$ cat config.mk
export PLATFORM = sky130hd
export DESIGN_NAME = nav_ctrl
export DESIGN_NICKNAME = d
export VERILOG_FILES = /design/src/rtl/nav_pkg.sv /design/src/rtl/nav_turn_timer.sv /design/src/rtl/nav_ctrl.sv
export SDC_FILE = /design/constraint.sdc
export NUM_CORES = 1
export LEC_CHECK = 0
export CAP_MARGIN = 20
export CELL_PAD_IN_SITES_DETAIL_PLACEMENT = 0
export CELL_PAD_IN_SITES_GLOBAL_PLACEMENT = 1
export CORE_AREA = 2 2 77 79
export DETAILED_ROUTE_END_ITERATION = 8
export DIE_AREA = 0 0 79 81
export PLACE_DENSITY = 0.85
export SYNTH_ARGS = -nofsm -noshare
export SYNTH_HDL_FRONTEND = slang
export SYNTH_SLANG_ARGS = --single-unit
$ cat constraint.sdc
create_clock -name clk -period 5.96 [get_ports clk]
set_input_delay 1.49 -clock clk [delete_from_list [all_inputs] [get_ports clk]]
set_output_delay 1.49 -clock clk [all_outputs]
set_load 0.05 [all_outputs]
$ cat src/rtl/nav_pkg.sv
// Shared opcodes, FSM states and default turn speed for the navigation sequencer.
package nav_pkg;

    typedef enum logic [3:0] {
        OP_STOP   = 4'h0,
        OP_FOLLOW = 4'h1,
        OP_TURN_L = 4'h2,
        OP_TURN_R = 4'h3
    } opcode_t;

    typedef enum logic [1:0] {
        ST_IDLE   = 2'd0,
        ST_FOLLOW = 2'd1,
        ST_TURN   = 2'd2,
        ST_LOST   = 2'd3
    } state_t;

    localparam logic signed [11:0] TURN_SPD_DEF = 12'sh180;

endpackage

$ cat src/rtl/nav_turn_timer.sv
// Turn timer: free-running tick prescaler plus 12-bit tick down-counter.
// expire is combinational from state; it is only meaningful while a turn is active.
module nav_turn_timer #(
    parameter bit FAST_SIM = 1'b0
) (
    input  logic        clk,
    input  logic        rst_n,
    input  logic        load,
    input  logic [11:0] dur,
    output logic        expire
);

    localparam int PW = FAST_SIM ? 4 : 10;

    logic [PW-1:0] pre;
    logic [11:0]   cnt;
    logic          first;
    logic          tick;

    assign tick   = &pre;
    // A zero duration must finish on the very first turn cycle, not wait for a tick.
    assign expire = (cnt == 12'd0) && (tick || first);

    always_ff @(posedge clk or negedge rst_n) begin
        if (!rst_n) begin
            pre   <= '0;
            cnt   <= 12'd0;
            first <= 1'b0;
        end else if (load) begin
            pre   <= '0;
            cnt   <= dur;
            first <= 1'b1;
        end else begin
            pre   <= pre + {{(PW-1){1'b0}}, 1'b1};
            first <= 1'b0;
            if (tick && (cnt != 12'd0))
                cnt <= cnt - 12'd1;
        end
    end

endmodule

$ cat src/rtl/nav_ctrl.sv
// Mission sequencer: decodes commands, gates PID go, runs timed spin turns
// and latches a line-lost alarm. All outputs registered from next-state.
module nav_ctrl
    import nav_pkg::*;
#(
    parameter bit               FAST_SIM     = 1'b0,
    parameter logic signed [11:0] TURN_SPD   = TURN_SPD_DEF,
    parameter int               LOST_SAMPLES = 8
) (
    input  logic               clk,
    input  logic               rst_n,
    input  logic [15:0]        cmd,
    input  logic               cmd_rdy,
    output logic               clr_cmd_rdy,
    input  logic               err_vld,
    input  logic               line_present,
    output logic               go,
    output logic               turn_en,
    output logic signed [11:0] lft_ovr,
    output logic signed [11:0] rght_ovr,
    output logic               buzz,
    output logic               done,
    output logic               cmd_err
);

    localparam int LW = $clog2(LOST_SAMPLES + 1);
    localparam logic [LW-1:0] LOST_MAX = LW'(LOST_SAMPLES);

    state_t        state, state_nxt;
    logic          left, left_nxt;
    logic [LW-1:0] lost_cnt, lost_nxt, lost_inc;
    logic [3:0]    op;
    logic          accept, is_turn, expire, tmr_load, done_nxt, err_nxt;

    // clr_cmd_rdy high means upstream is still dropping cmd_rdy; don't re-accept.
    assign accept   = cmd_rdy & ~clr_cmd_rdy;
    assign op       = cmd[15:12];
    assign is_turn  = (op == OP_TURN_L) || (op == OP_TURN_R);
    assign lost_inc = (lost_cnt == LOST_MAX) ? lost_cnt : lost_cnt + {{(LW-1){1'b0}}, 1'b1};

    nav_turn_timer #(.FAST_SIM(FAST_SIM)) u_timer (
        .clk    (clk),
        .rst_n  (rst_n),
        .load   (tmr_load),
        .dur    (cmd[11:0]),
        .expire (expire)
    );

    always_comb begin
        state_nxt = state;
        left_nxt  = left;
        lost_nxt  = lost_cnt;
        tmr_load  = 1'b0;
        done_nxt  = 1'b0;
        err_nxt   = 1'b0;
        case (state)
            ST_IDLE: begin
                lost_nxt = '0;
                if (accept) begin
                    if (op == OP_FOLLOW) begin
                        state_nxt = ST_FOLLOW;
                    end else if (is_turn) begin
                        state_nxt = ST_TURN;
                        tmr_load  = 1'b1;
                        left_nxt  = (op == OP_TURN_L);
                    end else if (op != OP_STOP) begin
                        err_nxt = 1'b1;
                    end
                end
            end
            ST_FOLLOW: begin
                if (err_vld)
                    lost_nxt = line_present ? '0 : lost_inc;
                // A command accepted this cycle takes priority over declaring loss.
                if (accept) begin
                    if (op == OP_STOP) begin
                        state_nxt = ST_IDLE;
                    end else if (is_turn) begin
                        state_nxt = ST_TURN;
                        tmr_load  = 1'b1;
                        left_nxt  = (op == OP_TURN_L);
                    end else if (op != OP_FOLLOW) begin
                        err_nxt = 1'b1;
                    end
                end else if (lost_nxt == LOST_MAX) begin
                    state_nxt = ST_LOST;
                end
            end
            ST_TURN: begin
                lost_nxt = '0;
                if (accept && (op == OP_STOP)) begin
                    state_nxt = ST_IDLE;
                end else if (expire) begin
                    state_nxt = ST_IDLE;
                    done_nxt  = 1'b1;
                end
            end
            ST_LOST: begin
                if (accept && (op == OP_STOP)) begin
                    state_nxt = ST_IDLE;
                    lost_nxt  = '0;
                end
            end
            default: state_nxt = ST_IDLE;
        endcase
    end

    always_ff @(posedge clk or negedge rst_n) begin
        if (!rst_n) begin
            state       <= ST_IDLE;
            left        <= 1'b0;
            lost_cnt    <= '0;
            go          <= 1'b0;
            turn_en     <= 1'b0;
            lft_ovr     <= 12'sd0;
            rght_ovr    <= 12'sd0;
            buzz        <= 1'b0;
            clr_cmd_rdy <= 1'b0;
            done        <= 1'b0;
            cmd_err     <= 1'b0;
        end else begin
            state       <= state_nxt;
            left        <= left_nxt;
            lost_cnt    <= lost_nxt;
            go          <= (state_nxt == ST_FOLLOW);
            turn_en     <= (state_nxt == ST_TURN);
            buzz        <= (state_nxt == ST_LOST);
            clr_cmd_rdy <= accept;
            done        <= done_nxt;
            cmd_err     <= err_nxt;
            if (state_nxt == ST_TURN) begin
                lft_ovr  <= left_nxt ? -TURN_SPD : TURN_SPD;
                rght_ovr <= left_nxt ? TURN_SPD : -TURN_SPD;
            end else begin
                lft_ovr  <= 12'sd0;
                rght_ovr <= 12'sd0;
            end
        end
    end

endmodule

# Yosys cells after proc, flatten, opt, wreduce, memory -nomap -nowiden
# Index checks and enable logic that the tools add are counted.
[word_totals]
reg_bits = 60
input_bits = 21
output_inout_bits = 30
elab_cells = 93
[classes]
n_addsub = 3
eq_ne = 13
mux = 48
n_bitwise = 2
n_reduce_logical = 13
[ops]
columns = ["cell", "n"]
rows = [
  ["2-to-1 mux 12 bit", 6],
  ["2-to-1 mux 1 bit", 22],
  ["2-to-1 mux 4 bit", 5],
  ["2-to-1 mux 2 bit", 9],
  ["logical NOT 12 bit", 1],
  ["one-hot mux 4 bit (3 select lines)", 1],
  ["nonzero test 12 bit", 1],
  ["subtractor 12 x 1 -> 12 bit, second input constant", 1],
  ["adder 10 x 1 -> 10 bit, second input constant", 1],
  ["2-to-1 mux 10 bit", 1],
  ["AND reduction 10 bit", 1],
  ["== test 2 bit, second input constant", 4],
  ["== test 4 x 2 -> 1 bit, second input constant", 2],
  ["== test 4 bit, second input constant", 2],
  ["one-hot mux 2 bit (4 select lines)", 1],
  ["one-hot mux 1 bit (2 select lines)", 3],
  ["adder 4 x 1 -> 4 bit, second input constant", 1],
  ["== test 2 x 1 -> 1 bit, second input constant", 2],
  ["== test 4 x 1 -> 1 bit, second input constant", 1],
  ["logical NOT 4 bit", 1],
  ["inequality test 4 x 1 -> 1 bit, second input constant", 1],
  ["nonzero test 4 bit", 1],
  ["logical AND 1 bit", 3],
  ["logical NOT 2 bit", 1],
  ["other kinds (6)", 7],
]

# Logic depth before layout (Yosys ltp)
[logic_depth]
ltp_word = 11
ltp_mapped = 8
depth_no_buf = 7

# Modules after synthesis
# Synthesis repeated with hierarchy kept, for this count alone.
[unflattened]
hier_cells = 238
area_unflattened_um2 = 2273.4
[modules_own_cells]
columns = ["mod", "instances", "cells_per_inst", "area_each_um2", "seq_area_each_um2"]
rows = [
  ["nav_turn_timer", 1, 140, 1312.5, 575.6],
  ["nav_ctrl", 1, 98, 960.9, 375.4],
]

# Worst setup path after synthesis
# No wires, ideal clock.
[synth_path]
kind = "input to register"
from = "input port cmd[15]"
to = "register lft_ovr[8]"
setup_ps = 147
t_arrival_ps = 2777
required_time_ps = 5813
slack_ps = 3035
cell_stages = 5
path_buffers = 0
path_cell_list = "nor4b_1 a21o_1 o31ai_1 a211oi_1 nor4_1"
[synth_between]
elab_chain_len = 8
elab_cells_between_ends = 23
cone_classes = "4 x eq/ne; 16 x mux; 3 x reduce/logical"
[synth_lines]
columns = ["item", "line", "rtl"]
rows = [
  ["start, declared", "nav_ctrl.sv:12", "input logic [15:0] cmd,"],
  ["== test 4 x 2 -> 1 bit (on tied branches)", "nav_ctrl.sv:38, nav_ctrl.sv:65, nav_ctrl.sv:81", ""],
  ["logical OR 1 bit", "nav_ctrl.sv:38", "assign is_turn = (op == OP_TURN_L) || (op == OP_TURN_R);"],
  ["2-to-1 mux 2 bit / 2-to-1 mux 1 bit (equally long branches)", "nav_ctrl.sv:62, nav_ctrl.sv:78", ""],
  ["2-to-1 mux 2 bit, or another cell as far along", "nav_ctrl.sv:76", "if (op == OP_STOP) begin"],
  ["2-to-1 mux 2 bit, or another cell as far along", "nav_ctrl.sv:75", "if (accept) begin"],
  ["one-hot mux 2 bit (4 select lines) / one-hot mux 1 bit (2 select lines) (equally long branches)", "nav_ctrl.sv:56", "case (state)"],
  ["== test 2 bit / 2-to-1 mux 12 bit (equally long branches)", "nav_ctrl.sv:131, nav_ctrl.sv:132", ""],
  ["2-to-1 mux 12 bit (*)", "nav_ctrl.sv:131", "if (state_nxt == ST_TURN) begin"],
  ["end signal, assigned", "nav_ctrl.sv:132", "lft_ovr <= left_nxt ? -TURN_SPD : TURN_SPD;"],
  ["end, declared", "nav_ctrl.sv:19", "output logic signed [11:0] lft_ovr,"],
]
# Mark *: on every way between the ends. The rest lies on a longest branch, timed or not.
# A chain may end at the register's enable or synchronous reset.

# Worst setup path in the final report
[layout_path]
from = "input port cmd[13]"
to = "register u_timer.cnt[7]"
[layout_between]
elab_chain_len = 7
elab_cells_between_ends = 13
cone_classes = "3 x eq/ne; 7 x mux; 3 x reduce/logical"
[layout_lines]
columns = ["item", "line", "rtl"]
rows = [
  ["== test 4 x 2 -> 1 bit", "nav_ctrl.sv:38", ""],
  ["logical OR 1 bit", "nav_ctrl.sv:38", ""],
  ["2-to-1 mux 1 bit", "nav_ctrl.sv:62, nav_ctrl.sv:78", ""],
  ["2-to-1 mux 1 bit (on tied branches)", "nav_ctrl.sv:76, nav_ctrl.sv:60", ""],
  ["2-to-1 mux 1 bit (on tied branches)", "nav_ctrl.sv:75, nav_ctrl.sv:59", ""],
  ["one-hot mux 1 bit (2 select lines) (*)", "nav_ctrl.sv:56", ""],
  ["2-to-1 mux 12 bit / nonzero test 2 bit (equally long branches)", "--", ""],
  ["end signal, assigned", "nav_turn_timer.sv:31", "cnt <= dur;"],
  ["end signal, assigned", "nav_turn_timer.sv:37", "cnt <= cnt - 12'd1;"],
  ["end, declared", "nav_turn_timer.sv:16", "logic [11:0] cnt;"],
]
# Marked as above.

==> summary.txt <==
Run status
  – Status: complete, no violations

Die
  – Site Rows: 28
  – Core ar.: 0.005675 mm2
  – Initial Util: 0.3801
  – Die width: 79 um
  – Die Footprint: 0.006399 mm2
  – Num ports: 51
  – Chip height: 81 um

Setup path
  – CP required: 6.19 ns
  – CP arrival: 4.13 ns
  – Cell count along the critical path: 6
  – Worst path slowest cell: or4_2
  – Worst r2r path cells: 5
  – Worst Setup Start Kind: input port
  – Setup Crit Path Kind: input port to flip-flop
  – Critical-path cell list: clkdlybuf4s50_1 -> nor2b_1 -> nand2_1 -> clkinv_1 -> or4_2 -> nand3_1
  – R2R Path Start: state[1]
  – Worst path buffer plus inverter count: 2
  – Setup crit start: cmd[13]
  – Delay-heaviest family, CP: simple AND/OR/NAND/NOR gates
  – Crit path largest cell delay: 0.79 ns
  – Critical path endpoint category: flip-flop
  – Reg-to-reg slack, setup: 3.24 ns
  – Crit path max fanout: 22

Worst hold path
  – Hold_sp: u_timer.pre[0]
  – Worst Hold Class: flip-flop to flip-flop
  – Hold depth: 1

Synthesis
  – Share of the synthesized area in the top cell type: 0.4408
  – Synth area leader: dfrtp_1
  – Yosys cell types: 49
  – Top cells by area, synth: dfrtp_1, buf_4, nor2_1
  – Sequential fraction of the synthesis area: 0.4408
  – Synth Register Bits: 38
  – Gate Count Post-Synth: 229
  – Ys Warns: 0
  – Primary FF master, synth: dfrtp_1
  – Syn Area/Cell: 9.420 um2
  – Post-synth EDFFs: 0
  – Mapped cell area: 0.002157 mm2
  – FFs w/ async S/R, synth: 1.000

Pwr
  – Power Density: 392.4 mW/mm2
  – P_sw: 0.4246 mW
  – Sequential fraction of design power: 0.418
  – Maximum vdd ir drop: 0.0002485 V
  – Lkg Pwr: 1.059 nW
  – Clock share of power: 0.183
  – Power Internal: 0.5844 mW
  – Switching part of the total: 0.4208
  – Combinational share of power: 0.398

Finish
  – Diodes inserted: 0
  – Most frequent cells in the layout: dfrtp_1, clkdlybuf4s50_1, nor2_1
  – Layout cells sized above 1: 0.06923
  – Final net count: 285
  – FILL cells: 572
  – Most common cell after layout, fill and taps aside: dfrtp_1
  – Synth-to-Final Area Change: 19.20%
  – Post-route design area: 0.002571 mm2

Job
  – Max cap viols: 0

Global routing
  – Vias in the first global route: 1,535
  – Largest net degree at the start of global routing: 39
  – All-Layer GR Usage: 0.1403
  – Remaining global-route overflow: 0
  – Global-route wire length before repair: 7031 um
  – Initial antenna violation count: 0

Timing
  – Worst hold slack: 0.4867 ns
  – Setup TNS: 0 ns
  – Fmax: 256.5 MHz
  – RSZ-0062 raised after global routing: no
  – Relative slew slack: 0.4688
  – Tcrit/Tclk final: 0.6542
  – Post-route minimum period: 3.899 ns
  – Final setup violation count: 0
  – Worst Skew: 0.004730 ns
  – Worst-margin pin slew: 0.7896 ns
  – Final Hold Fails: 0
  – Pins Over Slew Limit: 0

Clocking
  – Clock latency at the later pin of the worst-skew pair: 0.29 ns
  – Reg clk slew, reported paths: 0.08 ns
  – CTS Buf Count: 5
  – Clk buf depth: 2
  – Post_cts resized: 0
  – Post-CTS setup buffers: 0
  – CTS tree: built
  – Sink Count: 38
  – H-tree depth: 2
  – # hold bufs at CTS: 0
  – Clk root buf: clkbuf_8

Route
  – Wirelength, routed: 4099 um
  – Via Count: 1,656
  – DRC viols: 0
  – Drt pass-1 iters: 4
  – Post-route ant nets: 0
  – WL per Instance: 12.24 um
  – Initial drt markers: 67
  – Via density: 4.943

Placed design
  – Placed inst area: 0.002476 mm2
  – Routability cong.: 0.7672
  – Dpl hpwl: 3015 um
  – Buffers on Ports: 36
[logic make-up (layout without fill, tap and decap cells)]
| group | Yosys count | in the layout | share of synthesized area |
|---|---|---|---|
| other cells | 1 | 14 | 0.001738 |
| fa+ha+maj | 5 | 5 | 0.02900 |
| simple gates | 90 | 90 | 0.2251 |
| xor+xnor | 15 | 15 | 0.06091 |
| compound gates | 40 | 40 | 0.1247 |
| buf+inv | 38 | 56 | 0.1079 |
| flops | 38 | 38 | 0.4408 |
| mux | 2 | 2 | 0.009861 |
[cell type report]
type                            instances  area (um2)  area share
Timing Repair Buffer                   37       367.9      0.1431
Clock buffer                            6       82.58     0.03212
Tap cell                               75       93.84     0.03650
Clock inverter                          2       12.51    0.004866
Multi-Input combinational cell        166        1022      0.3976
Inverter                               11       41.29     0.01606
Sequential cell                        38       950.9      0.3698
[cells in the mapped netlist (4+ instances only)]
| master | number |
|---|---|
| nand3_1 | 11 |
| nor2_1 | 29 |
| o21ai_1 | 7 |
| o21ai_0 | 4 |
| dfrtp_1 | 38 |
| a21oi_1 | 8 |
| ha_1 | 5 |
| inv_1 | 10 |
| xnor2_1 | 6 |
| clkbuf_1 | 4 |
| nor2b_1 | 5 |
| buf_4 | 22 |
| nand2_1 | 15 |
| xor2_1 | 9 |
| nor3_1 | 5 |
[routing by layer]
| layer | global-route usage | routed length (um) | up-vias |
|---|---|---|---|
| li1 | - | - | 818 |
| met1 | 0.1749 | 1863 | 787 |
| met2 | 0.2364 | 1958 | 44 |
| met3 | 0.03556 | 207 | 7 |
| met4 | 0.05172 | 69 | 0 |
| met5 | 0 | 0 | - |
[through the flow]
stage | utilization | setup WS, ns | total power, mW | cells
global route | 0.4530 | 1.835 | 1.074 | 335
detailed placement | 0.4363 | 1.746 | 0.8305 | 327
finish | 0.4530 | 2.061 | 1.009 | 335
CTS | 0.4530 | 2.041 | 1.018 | 335
global placement | 0.4363 | 1.786 | 0.8213 | 327
floorplan | - | 3.035 | 0.7374 | 242
[power by group through the flow]
stage	combinational (mW)	sequential, mW	clock (mW)
floorplan	0.286	0.451	0
global placement	0.399	0.422	0
detailed placement	0.404	0.427	0
CTS	0.405	0.422	0.190
global route	0.437	0.436	0.202
finish	0.402	0.422	0.185
[final timing paths]
check	endpoint
max in group asynchronous	left
worst min-delay path	u_timer.pre[0]
worst max register to register	u_timer.cnt[7]
worst min register to register	u_timer.pre[0]
min in group asynchronous	lost_cnt[1]
worst max-delay path	u_timer.cnt[7]
[flip-flops by register name, indices dropped and copies added, names as in the netlist]
register	count
lft_ovr	3
u_timer.first	1
left	1
u_timer.pre	10
state	2
buzz	1
lost_cnt	4
done	1
clr_cmd_rdy	1
cmd_err	1
u_timer.cnt	12
go	1
No activity file was read; power rests on OpenSTA's default activity.
